**config.mk**
```make
export PLATFORM = sky130hd
export DESIGN_NAME = qed_inst_dup
export DESIGN_NICKNAME = d
export VERILOG_FILES = /design/src/rtl/qed_inst_dup.sv
export SDC_FILE = /design/constraint.sdc
export NUM_CORES = 1
export LEC_CHECK = 0
export BUFFER_PORTS_ARGS = -buffer_cell sky130_fd_sc_hd__buf_4
export CAP_MARGIN = 25
export CORE_ASPECT_RATIO = 1.25
export CORE_MARGIN = 4
export CORE_UTILIZATION = 45
export DETAILED_ROUTE_END_ITERATION = 10
export PLACE_DENSITY = 0.65
export SLEW_MARGIN = 0
export SYNTH_ARGS = -nofsm -noshare
export SYNTH_HDL_FRONTEND = slang
export SYNTH_SLANG_ARGS = --single-unit
```
**constraint.sdc**
```tcl
create_clock -name clk -period 5.5 [get_ports clk]
set_input_delay 1.1 -clock clk [delete_from_list [all_inputs] [get_ports clk]]
set_output_delay 1.1 -clock clk [all_outputs]
set_load 0.005 [all_outputs]
```
**src/rtl/qed_inst_dup.sv**
```systemverilog
// SQED instruction duplicator: forwards eligible originals (x1..x15) to decode,
// queues them, and later replays each as a duplicate remapped onto x16..x31.
module qed_inst_dup #(
    parameter int DEPTH = 8,
    parameter int PTR_W = 3
) (
    input  logic             clk,
    input  logic             rst,
    input  logic [31:0]      inst_i,
    input  logic             inst_vld_i,
    output logic             inst_ready_o,
    input  logic             exec_dup_i,
    input  logic             stall_i,
    output logic [31:0]      inst_o,
    output logic             qed_vld_o,
    output logic             dup_o,
    output logic [PTR_W:0]   fifo_cnt_o,
    output logic             fifo_full_o,
    output logic             fifo_empty_o
);

    localparam logic [31:0]    NOP      = 32'h00000013;
    localparam logic [6:0]     OPC_OP   = 7'b0110011;
    localparam logic [6:0]     OPC_OPI  = 7'b0010011;
    localparam logic [6:0]     OPC_LUI  = 7'b0110111;
    localparam logic [PTR_W:0] CNT_FULL = (PTR_W+1)'(DEPTH);

    logic [31:0]      mem_q [DEPTH];
    logic [PTR_W-1:0] wr_ptr_q, wr_ptr_d;
    logic [PTR_W-1:0] rd_ptr_q, rd_ptr_d;
    logic [PTR_W:0]   cnt_q, cnt_d;
    logic [31:0]      inst_q, inst_d;
    logic             qed_vld_q, qed_vld_d;
    logic             dup_q, dup_d;
    logic [PTR_W:0]   bal_q, bal_d;

    logic        is_op, is_opi, is_lui, elig;
    logic        dup_sel, push, pop;
    logic [31:0] head, head_dup;

    // Only base-ISA OP/OP-IMM/LUI touching x1..x15 can be mirrored safely.
    always_comb begin
        is_op  = (inst_i[6:0] == OPC_OP) &&
                 ((inst_i[31:25] == 7'b0000000) || (inst_i[31:25] == 7'b0100000));
        is_opi = (inst_i[6:0] == OPC_OPI);
        is_lui = (inst_i[6:0] == OPC_LUI);
        elig   = (is_op || is_opi || is_lui) &&
                 (inst_i[11:7] != 5'd0) && !inst_i[11] &&
                 (is_lui || !inst_i[19]) &&
                 (!is_op || !inst_i[24]);
    end

    // Queue only holds eligible instructions, so rd is known non-zero here.
    always_comb begin
        head     = mem_q[rd_ptr_q];
        head_dup = head;
        head_dup[11] = 1'b1;
        if ((head[6:0] == OPC_OP || head[6:0] == OPC_OPI) && head[19:15] != 5'd0)
            head_dup[19] = 1'b1;
        if (head[6:0] == OPC_OP && head[24:20] != 5'd0)
            head_dup[24] = 1'b1;
    end

    always_comb begin
        dup_sel      = (cnt_q != '0) && (exec_dup_i || (cnt_q == CNT_FULL));
        inst_ready_o = !stall_i && !dup_sel && inst_vld_i;
        pop          = !stall_i && dup_sel;
        push         = inst_ready_o && elig;

        inst_d    = inst_q;
        qed_vld_d = qed_vld_q;
        dup_d     = dup_q;
        if (!stall_i) begin
            inst_d    = NOP;
            qed_vld_d = 1'b0;
            dup_d     = 1'b0;
            if (dup_sel) begin
                inst_d    = head_dup;
                qed_vld_d = 1'b1;
                dup_d     = 1'b1;
            end else if (inst_ready_o && elig) begin
                inst_d    = inst_i;
                qed_vld_d = 1'b1;
            end
        end

        wr_ptr_d = push ? wr_ptr_q + PTR_W'(1) : wr_ptr_q;
        rd_ptr_d = pop  ? rd_ptr_q + PTR_W'(1) : rd_ptr_q;
        cnt_d    = cnt_q;
        if (push)
            cnt_d = cnt_q + (PTR_W+1)'(1);
        else if (pop)
            cnt_d = cnt_q - (PTR_W+1)'(1);

        // Balance of issued originals vs duplicates, derived from the output path.
        bal_d = bal_q;
        if (!stall_i && qed_vld_d && !dup_d)
            bal_d = bal_q + (PTR_W+1)'(1);
        else if (!stall_i && dup_d)
            bal_d = bal_q - (PTR_W+1)'(1);
    end

    always_ff @(posedge clk or negedge rst) begin
        if (!rst) begin
            wr_ptr_q  <= '0;
            rd_ptr_q  <= '0;
            cnt_q     <= '0;
            bal_q     <= '0;
            inst_q    <= NOP;
            qed_vld_q <= 1'b0;
            dup_q     <= 1'b0;
        end else begin
            wr_ptr_q  <= wr_ptr_d;
            rd_ptr_q  <= rd_ptr_d;
            cnt_q     <= cnt_d;
            bal_q     <= bal_d;
            inst_q    <= inst_d;
            qed_vld_q <= qed_vld_d;
            dup_q     <= dup_d;
        end
    end

    always_ff @(posedge clk) begin
        if (push)
            mem_q[wr_ptr_q] <= inst_i;
    end

    assign inst_o       = inst_q;
    assign qed_vld_o    = qed_vld_q;
    assign dup_o        = dup_q;
    assign fifo_cnt_o   = cnt_q;
    assign fifo_full_o  = (cnt_q == CNT_FULL);
    assign fifo_empty_o = (cnt_q == '0);

    a_balance: assert property (@(posedge clk) disable iff (!rst) bal_q == cnt_q);
    a_cnt_max: assert property (@(posedge clk) disable iff (!rst) cnt_q <= CNT_FULL);

endmodule

```
* Word level (Yosys, flattened, before mapping)
Memory sizes are Yosys's and may differ from the RTL's. Cells that the tools add are included.
Word-level totals: bits in registers 44, latch bits 0, bits in writable memories 256, bits in read-only memories 0, bits of input ports 37, output and inout port bits 41, word-level logic and storage cells 60, memories kept 1
Memories:
- mem_q | words 8, width 32, read ports 1, clocked after memory_dff 0, wr ports 1, RTL line 28 | logic [31:0] mem_q [DEPTH];
Cells by class: $add $sub $neg 4, multiply operators 0, divide/modulo/power cells 0, $lt $le $gt $ge 0, equal/unequal tests 7, shift-type cells 0, mux-type cells 10, bitwise operators 0, reduce and logical (&&, ||, !) cells 32
Operator list (number):
- two-way mux 32 bit | 2
- equality test 7 x 6 -> 1 bit, second input constant | 4
- nonzero test 5 bit | 3
- equality test 7 x 5 -> 1 bit, second input constant | 2
- logical AND 1 bit | 12
- two-way mux 4 bit | 2
- zero test 7 bit | 1
- logical OR 1 bit | 7
- adder 3 x 1 -> 3 bit, second input constant | 2
- zero test 1 bit | 6
- two-way mux 1 bit | 6
- adder 4 x 1 -> 4 bit, second input constant | 1
- equality test 4 bit, second input constant | 1
- zero test 4 bit | 1
- nonzero test 4 bit | 1
- subtractor 4 x 1 -> 4 bit, second input constant | 1
- nonzero test 2 bit | 1

* Logic depth before layout (Yosys ltp)
word-level depth 12, gate-level depth with buffers 11, gate-level depth less buffers 9

* Least setup slack after synthesis
Ideal clock, no wire load.
kind input-to-reg, from in inst_i[26], to mem mem_q[0][0], enable pin, setup time 0.458 ns, data arrival time 4.572 ns, data required time 5.042 ns, slack 0.470 ns, stages on the path 6, buffers on the path 1, cell sequence or4_1 > a2111oi_2 > o2111a_1 > buf_4 > nand2b_1 > nor3_1
On the way: longest elaborated chain between the ends 12, elaborated cells between the ends (all ways) 15, those cells by class eq/ne: 1; mux: 2; reduce/logical: 12
Ends and longest elaborated chain:
- start: declaration | RTL line 9 | input logic [31:0] inst_i,
- equality test 7 x 6 -> 1 bit / zero test 7 bit (equally long branches) | RTL line 44 | ((inst_i[31:25] == 7'b0000000) || (inst_i[31:25] == 7'b0100000));
- logical OR 1 bit * | RTL line 44
- logical AND 1 bit * | RTL line 43 | is_op = (inst_i[6:0] == OPC_OP) &&
- logical OR 1 bit (2 in series) | RTL line 47 | elig = (is_op || is_opi || is_lui) &&
- logical AND 1 bit | RTL line 47
- logical AND 1 bit (2 in series) | RTL line 48 | (inst_i[11:7] != 5'd0) && !inst_i[11] &&
- logical AND 1 bit * | RTL line 49 | (is_lui || !inst_i[19]) &&
- logical AND 1 bit * | RTL line 68 | push = inst_ready_o && elig;
- two-way mux 1 bit * | RTL line 124 | if (push)
- two-way mux 1 bit (implied by the code) * | RTL line 125 | mem_q[wr_ptr_q] <= inst_i;
- end: declaration | RTL line 28
Mark *: on every way between the ends. The rest lies on a longest branch, timed or not.

* Worst setup path in the final report
from in inst_i[26], to mem mem_q[3][17], enable pin
The elaborated chain is that of the path after synthesis.

==> run summary <==
delay of the slowest critical-path stage = 0.60 ns
Cell Rows = 64
post-CTS sizing = 0
number of port buffers = 77
Crit Path Category = input port to flop
GR met3 Demand/Resource = 2.84%
top cells by area, synth = edfxtp_1, mux4_2, dfrtp_1
Max Fclk = 279 MHz
EDFF count, synth = 248
ANT cells = 0
global placement routability congestion = 0.781
Least-Margin Pin Slew = 0.976 ns
HP Class = flop to flop
share of the synthesized area in the top cell type = 65.8%
antenna-violating nets left = 0
fin crit share = 65.1%
sequence of cells on the critical path = buf_4 -> or4_1 -> a2111oi_2 -> o2111a_1 -> nand2_2 -> nor2_4 -> buf_4
vias in the first global route = 6,115
final setup fails = 0
Power Total = 0.00612 W
TritonCTS buffer count = 28
cts hold-fix bufs = 0
Layout Nets = 682
normalized max-slew margin = 34.7%
synth warn = 0
largest net degree at the start of global routing = 46
layout cells sized above 1 = 33.4%
most common cell in the netlist = edfxtp_1
Worst setup SP type = input port
Worst Path Max Fanout = 20
Worst-Skew Late Latency = 0.54 ns
Final Util = 54.0%
syn_nets = 588
Routed wire per std cell = 24.4 um
Worst-path clk slew = 0.06 ns
top post-synthesis cells by count = edfxtp_1, mux4_2, dfrtp_1
Remaining Overflow, GRT = 0
maximum vdd ir drop = 0.000223 V
Die ar. = 27,800 um^2
global-route wire length before repair = 37,200 um
async set-reset flop share out of synthesis = 15.1%
Yosys top cell by area = edfxtp_1
TritonCTS clock tree = built
via count = 5,637
met2 global-route usage = 31.8%
CP delay by family, top = simple AND/OR/NAND/NOR gates
synth unique cells = 45
Crit path top cell by count = buf_4
Worst Clk Skew = 0.0211 ns
RSZ-0062 raised after global routing = false
global-route track usage on met1 = 23.0%
FF+latch area = 8560 um^2
final setup TNS = 0 ns
Core Area = 24,700 um^2
initial DRC count = 420
DR pass1 iterations = 5
Placed Area = 12,400 um^2
Initial Utilization = 45.9%
Detailed Route WL = 24,200 um
Cells after Synth = 546
detailed-route DRC error count = 0
Arr. time, crit path = 3.80 ns
Seq/Total Area, Yosys = 75.5%
postcts setup bufs = 0
hold slack = 0.510 ns
grt peak-use layer = met2
ys flop type = edfxtp_1
CP endpoint kind = flop
Critical Path RT = 5.72 ns
CTS Sinks = 292
die extent in x = 150 um
dpl hpwl = 14,900 um
Vias per Instance = 5.68
combined area of the multi-input logic cells = 2640 um^2
post-layout min period = 3.58 ns
All-Layer GR Usage = 17.8%
Die Ht = 185 um
WP buf/inv = 2
pwr/cell area = 459 nW/um^2
final hold vios = 0
fillers = 1,962
IO Pins = 78
initial antenna violation count = 0
H-Tree Depth = 1
Avg Cell Area, Syn = 20.7 um^2
Max Cap Violations = 0
status = finished clean
slowest cell on the critical path = nor2_4
Yosys reg bits = 292
final design instance area without fill = 13,300 um^2
synth-to-layout area growth = 17.6%
CTS root buf = clkbuf_16
maximum clock insertion buffer count = 3
P_leak = 4.61 nW
synthesized cell area = 11,300 um^2
Final Max Slew Viols = 0
## routing by layer
layer | share of wire (%) | routed length (um)
met5 | 0 | 0
met1 | 39 | 9490
met4 | 1.5 | 366
met3 | 5.8 | 1400
met2 | 53 | 12900
## worst reg2reg max path, delay by kind of cell (launching register included)
| kind | cells | cell delay (ns) |
|---|---|---|
| AND/OR/NAND/NOR | 3 | 1.42 |
| AO/OA/AOI/OAI | 2 | 0.79 |
| flip-flops | 1 | 0.46 |
| buffers and inverters | 1 | 0.35 |
## state kept, by name, indices dropped and copies added (netlist names)
signal      flops
mem_q         248
rd_ptr_q        3
dup_o           1
fifo_cnt_o      4
wr_ptr_q        3
qed_vld_o       1
inst_o         32
## layout by cell type, fill, tap and decap left out, types with 2 or more instances in the layout
master / count
edfxtp_1: 248
buf_4: 90
mux4_2: 62
dfrtp_1: 38
mux2i_1: 31
clkbuf_16: 29
nor2_1: 25
a221o_1: 23
nand2_1: 10
clkinv_2: 8
a21oi_1: 7
inv_1: 6
xnor2_1: 6
clkbuf_1: 6
o21ai_0: 5
nor2b_1: 5
nor2_4: 5
ha_1: 4
clkinv_1: 4
bufinv_16: 4
nand2b_1: 3
mux2_2: 3
dfstp_2: 3
nor4_1: 2
nand4b_1: 2
nor3_1: 2
nor2_2: 2
a222oi_1: 2
buf_12: 2
dfrtp_2: 2
## power by group
part | internal, W | switching [W]
Sequential | 0.00255 | 0.000280
Combinational | 0.000810 | 0.000549
Clock | 0.00115 | 0.000782
Total | 0.00451 | 0.00161
## final timing paths
path	start	to	slack (ns)	cells after the start
worst max-delay path	inst_i[26]	mem_q[3][17]$_DFFE_PP_	1.92	7
worst min-delay path	inst_o[6]$_DFFE_PN0N_	inst_o[6]$_DFFE_PN0N_	0.51	2
worst max register to register	fifo_cnt_o[2]$_DFFE_PN0P_	mem_q[3][17]$_DFFE_PP_	2.15	6
worst min register to register	inst_o[6]$_DFFE_PN0N_	inst_o[6]$_DFFE_PN0N_	0.51	2
max in group asynchronous	rst	rd_ptr_q[0]$_DFFE_PN0P_	4.39	1
min in group asynchronous	rst	inst_o[12]$_DFFE_PN0N_	0.59	1
## cells by family after synthesis
group	synth area share [%]
AND/OR/NAND/NOR	2.79
multiplexers	15.5
XOR/XNOR	0.542
adder cells (fa/ha/maj)	0.619
buffers and inverters	1.59
AO/OA/AOI/OAI	3.42
flip-flops	75.5
## stage by stage
stage	std cells	setup slack, ns
6_report	992	1.92
5_1_grt	992	1.77
4_1_cts	991	1.88
3_5_place_dp	939	1.34
3_3_place_gp	939	1.43
2_1_floorplan	546	0.470
## cell type report
class                           count  area share, %
Timing Repair Buffer               93           5.58
Inverter                            7          0.197
Tap cell                          330           3.10
Clock inverter                     17           1.38
Sequential cell                   292           64.3
Multi-Input combinational cell    218           19.9
Clock buffer                       35           5.62
Power figures use the tool's default switching activity.
